### src/rtl/wm_pkg.sv
// rtl/wm_pkg.sv - shared types and constants for the washing-machine sequencer
package wm_pkg;

    localparam int WM_TW       = 5;
    localparam int WM_MAX_LOAD = 24;

    typedef enum logic [2:0] {
        ST_IDLE  = 3'd0,
        ST_FILL  = 3'd1,
        ST_WASH  = 3'd2,
        ST_RINSE = 3'd3,
        ST_SPIN  = 3'd4,
        ST_DONE  = 3'd5,
        ST_FAULT = 3'd6
    } wm_state_t;

    // Fill time grows with the load: one time unit per four load steps, plus one.
    function automatic logic [WM_TW-1:0] fill_time(input logic [WM_TW-1:0] load);
        return (load >> 2) + WM_TW'(1);
    endfunction

endpackage

### src/rtl/wm_tick_gen.sv
// rtl/wm_tick_gen.sv - prescaler producing one tick every TICK_DIV cycles
module wm_tick_gen #(
    parameter int TICK_DIV = 4
) (
    input  logic clk,
    input  logic rst,
    input  logic clear,
    input  logic hold,
    output logic tick
);

    localparam int CW = (TICK_DIV > 1) ? $clog2(TICK_DIV) : 1;
    localparam logic [CW-1:0] LAST = CW'(TICK_DIV - 1);

    logic [CW-1:0] count;

    // Count 0..TICK_DIV-1; clear wins over hold so a new phase always starts from zero.
    always_ff @(posedge clk) begin
        if (rst) begin
            count <= '0;
        end else if (clear) begin
            count <= '0;
        end else if (hold) begin
            count <= count;
        end else if (count == LAST) begin
            count <= '0;
        end else begin
            count <= count + CW'(1);
        end
    end

    // A frozen prescaler must not tick, otherwise a paused phase would still shorten.
    assign tick = (count == LAST) && !hold;

endmodule

### src/rtl/wm_cycle_sequencer.sv
// rtl/wm_cycle_sequencer.sv - washing-machine programme FSM with timed phases
module wm_cycle_sequencer
    import wm_pkg::*;
#(
    parameter int TICK_DIV = 4,
    parameter int MAX_LOAD = WM_MAX_LOAD
) (
    input  logic             clk,
    input  logic             rst,
    input  logic             start,
    input  logic             pause,
    input  logic             abort,
    input  logic [WM_TW-1:0] wash_time,
    input  logic [WM_TW-1:0] rinse_time,
    input  logic [WM_TW-1:0] spin_time,
    input  logic [WM_TW-1:0] cloth_load,
    output logic [2:0]       state,
    output logic [WM_TW-1:0] remaining,
    output logic             water_in,
    output logic             motor_on,
    output logic             busy,
    output logic             done,
    output logic             fault
);

    localparam logic [WM_TW-1:0] MAX_LOAD_V = WM_TW'(MAX_LOAD);

    wm_state_t        cur;
    wm_state_t        nxt;
    logic [WM_TW-1:0] rem;
    logic [WM_TW-1:0] rem_next;
    logic [WM_TW-1:0] wash_q;
    logic [WM_TW-1:0] rinse_q;
    logic [WM_TW-1:0] spin_q;
    logic             latch;
    logic             tick;
    logic             active;
    logic             hold_phase;
    logic             clear;
    logic             phase_end;

    assign active     = (cur == ST_FILL) || (cur == ST_WASH) ||
                        (cur == ST_RINSE) || (cur == ST_SPIN);
    assign hold_phase = active && pause && !abort;
    // Outside a phase, and in the single cycle of a zero-length phase, keep the prescaler at zero.
    assign clear      = !active || (rem == '0) || abort;
    assign phase_end  = (rem == '0) || (tick && (rem == WM_TW'(1)));

    wm_tick_gen #(
        .TICK_DIV (TICK_DIV)
    ) u_tick (
        .clk   (clk),
        .rst   (rst),
        .clear (clear),
        .hold  (hold_phase),
        .tick  (tick)
    );

    // Next state and next remaining-time, with abort over pause over normal stepping.
    always_comb begin
        nxt      = cur;
        rem_next = rem;
        latch    = 1'b0;
        unique case (cur)
            ST_IDLE: begin
                if (start) begin
                    latch = 1'b1;
                    if (cloth_load > MAX_LOAD_V) begin
                        nxt = ST_FAULT;
                    end else begin
                        nxt      = ST_FILL;
                        rem_next = fill_time(cloth_load);
                    end
                end
            end
            ST_FILL, ST_WASH, ST_RINSE, ST_SPIN: begin
                if (abort) begin
                    nxt      = ST_IDLE;
                    rem_next = '0;
                end else if (pause) begin
                    nxt      = cur;
                    rem_next = rem;
                end else if (phase_end) begin
                    unique case (cur)
                        ST_FILL: begin
                            nxt      = ST_WASH;
                            rem_next = wash_q;
                        end
                        ST_WASH: begin
                            nxt      = ST_RINSE;
                            rem_next = rinse_q;
                        end
                        ST_RINSE: begin
                            nxt      = ST_SPIN;
                            rem_next = spin_q;
                        end
                        default: begin
                            nxt      = ST_DONE;
                            rem_next = '0;
                        end
                    endcase
                end else if (tick) begin
                    rem_next = rem - WM_TW'(1);
                end
            end
            ST_DONE: begin
                nxt      = ST_IDLE;
                rem_next = '0;
            end
            ST_FAULT: begin
                if (abort) begin
                    nxt      = ST_IDLE;
                    rem_next = '0;
                end
            end
            default: begin
                nxt      = ST_IDLE;
                rem_next = '0;
            end
        endcase
    end

    // State, timer, preset latches and the registered valve/motor enables.
    // Cloth load only matters in the start cycle, so it is consumed directly there.
    always_ff @(posedge clk) begin
        if (rst) begin
            cur      <= ST_IDLE;
            rem      <= '0;
            wash_q   <= '0;
            rinse_q  <= '0;
            spin_q   <= '0;
            water_in <= 1'b0;
            motor_on <= 1'b0;
        end else begin
            cur      <= nxt;
            rem      <= rem_next;
            if (latch) begin
                wash_q  <= wash_time;
                rinse_q <= rinse_time;
                spin_q  <= spin_time;
            end
            water_in <= (nxt == ST_FILL) && !hold_phase;
            motor_on <= ((nxt == ST_WASH) || (nxt == ST_RINSE) || (nxt == ST_SPIN)) && !hold_phase;
        end
    end

    assign state     = cur;
    assign remaining = rem;
    assign busy      = active;
    assign done      = (cur == ST_DONE);
    assign fault     = (cur == ST_FAULT);

endmodule

### config.mk
export PLATFORM = sky130hd
export DESIGN_NAME = wm_cycle_sequencer
export DESIGN_NICKNAME = d
export VERILOG_FILES = /design/src/rtl/wm_pkg.sv /design/src/rtl/wm_tick_gen.sv /design/src/rtl/wm_cycle_sequencer.sv
export SDC_FILE = /design/constraint.sdc
export NUM_CORES = 1
export LEC_CHECK = 0
export ABC_AREA = 1
export BUFFER_PORTS_ARGS = -buffer_cell sky130_fd_sc_hd__buf_2
export CORE_MARGIN = 4
export CORE_UTILIZATION = 50
export CTS_BUF_LIST = sky130_fd_sc_hd__clkbuf_4 sky130_fd_sc_hd__clkbuf_8 sky130_fd_sc_hd__clkbuf_16
export DETAILED_ROUTE_END_ITERATION = 7
export PLACE_DENSITY = 0.76
export SYNTH_ARGS = -nofsm -noshare
export SYNTH_HDL_FRONTEND = slang
export SYNTH_SLANG_ARGS = --single-unit
### constraint.sdc
create_clock -name clk -period 3 [get_ports clk]
set_input_delay 0.6 -clock clk [delete_from_list [all_inputs] [get_ports clk]]
set_output_delay 0.6 -clock clk [all_outputs]
set_load 0.01 [all_outputs]
# After elaboration in Yosys (flattened, before gate mapping)
# Cells that the tools add are included.
word_totals:
  ff_bits: 27
  inputBits: 25
  output_inout_bits: 13
classes:
  n_lt_le_gt_ge: 1
  n_reduce_logical: 22
  n_mux: 20
  n_addsub: 3
  n_eq_ne: 17
op_table:
  columns: ["op", "count"]
  rows:
  - ["two-way mux 5 bit", 7]
  - ["one-hot mux 5 bit (3 select lines)", 2]
  - ["two-way mux 3 bit", 6]
  - ["one-hot mux 3 bit (3 select lines)", 2]
  - ["equality test 3 x 2 -> 1 bit (second input constant)", 4]
  - ["equality test 3 bit (second input constant)", 4]
  - ["logical OR 1 bit", 8]
  - ["equality test 3 x 1 -> 1 bit (second input constant)", 2]
  - ["logical AND 1 bit", 6]
  - ["!= test 2 bit (second input constant)", 3]
  - ["equality test 5 x 1 -> 1 bit (second input constant)", 1]
  - ["> comparator 5 bit (second input constant)", 1]
  - ["zero test 5 bit", 1]
  - ["AND reduction 5 bit", 1]
  - ["subtractor 5 x 1 -> 5 bit (second input constant)", 1]
  - ["adder 3 x 1 -> 4 bit (second input constant)", 1]
  - ["!= test 4 bit (second input constant)", 1]
  - ["OR reduction 4 bit", 1]
  - ["zero test 1 bit", 3]
  - ["zero test 3 bit", 1]
  - ["!= test 3 bit (second input constant)", 1]
  - ["adder 2 x 1 -> 2 bit (second input constant)", 1]
  - ["equality test 2 bit (second input constant)", 1]
  - ["two-way mux 1 bit", 2]
  - ["2 further kinds", 2]

# Longest topological paths before layout
logic_depth:
  ltp_word: 18
  depth_mapped: 12
  ltp_nobuf: 12

# Modules after synthesis
# From an unflattened synthesis, not the netlist that was laid out.
unflattened:
  hier_cells: 246
  hier_area_um2: 1611.5
modules_own_cells:
  columns: ["mod", "n_inst", "area_each_um2", "cells_per_inst"]
  rows:
  - ["wm_cycle_sequencer", 1, 1490.2, 229]
  - ["wm_tick_gen", 1, 121.4, 17]

# Worst setup path before layout
# No wires, ideal clock.
synth_path:
  path_type: "input to register"
  startpoint: "input port pause"
  endpoint: "register water_in"
  arrival_time_ns: 1.465
  cell_stages: 10
  setup_ns: 0.111
  setup_slack_ns: 1.424
  cell_sequence: "inv_1 -> nor2_1 -> nand2_4 -> nand3_4 -> nand2_4 -> nand2_4 -> nand2_1 -> nand3_1 -> nand3b_1 -> nor2_1"
synth_between:
  elab_chain_cells: 12
synth_lines:
  columns: ["element", "line", "rtl"]
  rows:
  - ["start: declaration", "wm_cycle_sequencer.sv:11", "input logic pause,"]
  - ["logical AND 1 bit (2 in a row)", "wm_cycle_sequencer.sv:44", "assign hold_phase = active && pause && !abort;"]
  - ["zero test 1 bit", "wm_tick_gen.sv:33, wm_cycle_sequencer.sv:142", null]
  - ["logical AND 1 bit", "wm_tick_gen.sv:33", "assign tick = (count == LAST) && !hold;"]
  - ["logical AND 1 bit", "wm_cycle_sequencer.sv:47", "assign phase_end = (rem == '0) || (tick && (rem == WM_TW'(1)));"]
  - ["logical OR 1 bit", "wm_cycle_sequencer.sv:47", null]
  - ["two-way mux 3 bit", "wm_cycle_sequencer.sv:83", "end else if (phase_end) begin"]
  - ["two-way mux 3 bit", "wm_cycle_sequencer.sv:80", "end else if (pause) begin"]
  - ["two-way mux 3 bit", "wm_cycle_sequencer.sv:77", "if (abort) begin"]
  - ["one-hot mux 3 bit (3 select lines)", "wm_cycle_sequencer.sv:64", "unique case (cur)"]
  - ["equality test 3 x 1 -> 1 bit", "wm_cycle_sequencer.sv:142", "water_in <= (nxt == ST_FILL) && !hold_phase;"]
  - ["logical AND 1 bit *", "wm_cycle_sequencer.sv:142", null]
  - ["end signal: assignment", "wm_cycle_sequencer.sv:142", null]
  - ["end: declaration", "wm_cycle_sequencer.sv:19", "output logic water_in,"]
# Every way passes the cells marked *; elsewhere a longest branch is shown, timed or not.
# A chain may end at the register's enable or synchronous reset.

# Worst setup path in the final report
layout_path:
  startpoint: "register cur[1], in the netlist state[1]"
  endpoint: "output port fault"
layout_between:
  elab_chain_cells: 1
layout_lines:
  columns: ["element", "line", "rtl"]
  rows:
  - ["start: declaration", "wm_cycle_sequencer.sv:28", "wm_state_t cur;"]
  - ["start signal: assignment", "wm_cycle_sequencer.sv:135", "cur <= nxt;"]
  - ["equality test 3 bit", "wm_cycle_sequencer.sv:151", "assign fault = (cur == ST_FAULT);"]
  - ["end: declaration", "wm_cycle_sequencer.sv:23", "output logic fault"]
# No other way between the ends.

==> metrics.md <==
| Metric | Value |
|---|---|
| Status | `completed` |
| Post-CTS Hold Buffers | `0` |
| Vias | `around 1,500` |
| Commonest cells after routing, fill and taps aside | `40 x nand2_1, 37 x buf_2, 31 x inv_1` |
| Largest net degree at the start of global routing | `32` |
| Clk_skew | `0.00242 ns` |
| Met2 Routed Length | `approximately 1.5 mm` |
| Pwr dens | `slightly below 500 nW/µm²` |
| Die X-Extent | `roughly 63 µm` |
| Post-synthesis cell type count | `24` |
| Warnings, synthesis | `0` |
| Adder-cell share of the synthesized area | `0.0420` |
| Max stage delay on crit path | `approximately 0.46 ns` |
| Post-CTS Resized | `0` |
| Setup TNS | `0 ns` |
| P_sw | `between 300 and 400 µW` |
| Compound-Gate Fraction of Synth Area | `0.172` |
| CP Cell Sequence | `inv_1, nor3_1, buf_2` |
| Fin crit period | `1.92 ns` |
| Pin slew with the least headroom to its limit | `0.799 ns` |
| Metal-1 WL | `1.55 mm` |
| Max-slew violation count | `0` |
| Post-synthesis xor/xnor area fraction | `0.0176` |
| Fraction of the cycle the final worst path needs | `0.639` |
| Multiplexer share of the synthesized area | `0` |
| RSZ-0062 raised after global routing | `false` |
| Setup CP Type | `reg2out` |
| Top post-synthesis cells by area | `dfxtp_1 36%, nand2_1 10%, a21oi_1 8.1%` |
| Leading area contributor after synthesis | `dfxtp_1` |
| Post-Syn Area | `about 1500 µm²` |
| Total I/O pin count | `38` |
| Total GRT Usage | `0.166` |
| Int Pwr | `~540 µW` |
| Final WL | `roughly 3.2 mm` |
| Worst EP arrival | `between 1 and 1.5 ns` |
| Final setup vio count | `0` |
| Die height | `62.6 µm` |
| Drc violations | `0` |
| Post-CTS Setup Inserts | `0` |
| Crit-path max FO | `7` |
| Worst Path Required | `between 2 and 2.5 ns` |
| Placer Congestion | `about 0.82` |
| Number of port buffers | `37` |
| TritonRoute pass-1 iters | `4` |
| Max layer used | `met4` |
| Synth Area in Simple Gates | `0.309` |
| Seq/Total Area, Yosys | `0.363` |
| Initial Utilization | `0.531` |
| Maximum clock rate | `~0.52 GHz` |
| Proportion of layout cells with a drive suffix above 1 | `0.206` |
| Mapped Nets | `~250` |
| Final Hold Viols | `0` |
| # H-tree levels | `1` |
| VDD IR max | `about 290 µV` |
| Root buf cell | `clkbuf_4` |
| Critical Path Source Type | `flop` |
| Post-DRT Antenna Nets | `0` |
| Share of power burned in registers | `0.484` |
| Grt ovf | `0` |
| Area grow syn2layout | `15.8%` |
| Net count, final | `approximately 290` |
| Relative slew slack | `0.466` |
| Power, Total | `~850 µW` |
| Fin Hold WS | `0.468 ns` |
| Vias per std cell | `5.10` |
| CTS tree | `built` |
| Clock sinks | `27` |
| Sw Ratio | `0.363` |
| Die area | `around 3900 µm²` |
| Skew-Pair Late Insertion Delay | `about 0.33 ns` |
| Clk buf depth | `2` |
| Commonest non-fill, non-tap cell in the layout | `nand2_1` |
| Worst Setup End Kind | `output port` |
| Final worst setup slack | `~1.1 ns` |
| Num CTS Buffers | `3` |
| Worst Hold Class | `reg2reg` |
| Initial DRC count | `roughly 130` |
| Clock power frac | `0.194` |
| Initial antenna violation count | `0` |
| Crit path buffers/inverters | `2` |
| Core area | `2810 µm²` |
| Maxcap violations | `0` |
| First-pass GRT wire length | `5.44 mm` |
| Pleak | `0.000833 µW` |
| Dpl hpwl | `around 2.5 mm` |
| CP max stage cell | `dfxtp_1` |
| Clock transition at path regs | `roughly 0.15 ns` |
| Antenna diodes | `0` |
| Row Count | `19` |
| Comb pwr share | `0.322` |
| Syn Inst Count | `221` |
| Wirelength per Cell | `approximately 11 µm` |
| Number of global-route vias before repair | `approximately 1,300` |
| Post-synth top area share | `0.363` |
| DP Worst Slack | `1.14 ns` |
| Largest family of logic cells by synthesized area | `simple AND/OR/NAND/NOR gates` |
| Met3 routed WL | `roughly 130 µm` |
| Yosys reg bits | `27` |
| Worst path top cell family by delay | `flip-flops` |
| Mean post-synth cell area | `slightly below 7 µm²` |
[flip-flops by register name (all words and copies together) (netlist names)]
signal        cells
remaining         5
water_in          1
motor_on          1
state             3
rinse_q           5
wash_q            5
u_tick.count      2
spin_q            5
[cell usage after synthesis (all sizes together)]
cell type,count
xor2,1
nand3b,1
dfxtp,27
nand3,17
inv,33
o21ai,20
o22ai,3
clkbuf,4
ha,5
buf,1
xnor2,2
nand2,45
nor3,7
a21oi,26
nor2,27
nand4,2
[worst paths after layout]
path / cells after the start / end / slack [ns] / start
worst max-delay path: 3 / fault / 1.08 / state[1]
worst min register to register: 2 / spin_q[2] / 0.47 / spin_q[2]
worst min-delay path: 2 / spin_q[2] / 0.47 / spin_q[2]
worst max register to register: 8 / water_in / 1.11 / state[1]
[tightest hold or removal path, stage by stage, from the launching register on]
cell and delay (ns):
dfxtp_1 0.33, inv_1 0.06, a21oi_1 0.05
[cells by family (layout without fill, tap and decap cells)]
kind of cell    Yosys count  count (layout)
simple gates             99              99
compound gates           49              49
buf+inv                  38              74
flops                    27              27
fa+ha+maj                 5               5
xor+xnor                  3               3
[cell type report]
cell class	instances	area (µm²)
Multi-Input combinational cell	156	806
Timing Repair Buffer	37	185
Inverter	33	124
Clock buffer	3	22.5
Tap cell	31	38.8
Clock inverter	1	7.51
Fill cell	281	1080
Sequential cell	27	541
[power by group through the flow]
stage	clock network (µW)	registers (µW)	logic, µW
floorplan	0	424	200
global placement	0	420	272
detailed placement	0	421	275
CTS	170	413	276
global route	186	417	317
finish	165	413	275
[metrics by stage]
step,cells,instance area [µm²],utilization
after floorplan,221,1490,-
after global placement,284,1690,0.604
after detailed placement,284,1690,0.604
after CTS,288,1720,0.615
after global routing,288,1720,0.615
final,288,1720,0.615
[per-layer routing]
layer,up-vias,GRT usage
met1,652,0.213
met2,26,0.284
met3,4,0.0306
met4,0,0.0496
met5,-,0
li1,787,-
Note: power is estimated with default switching activity, not from simulation.
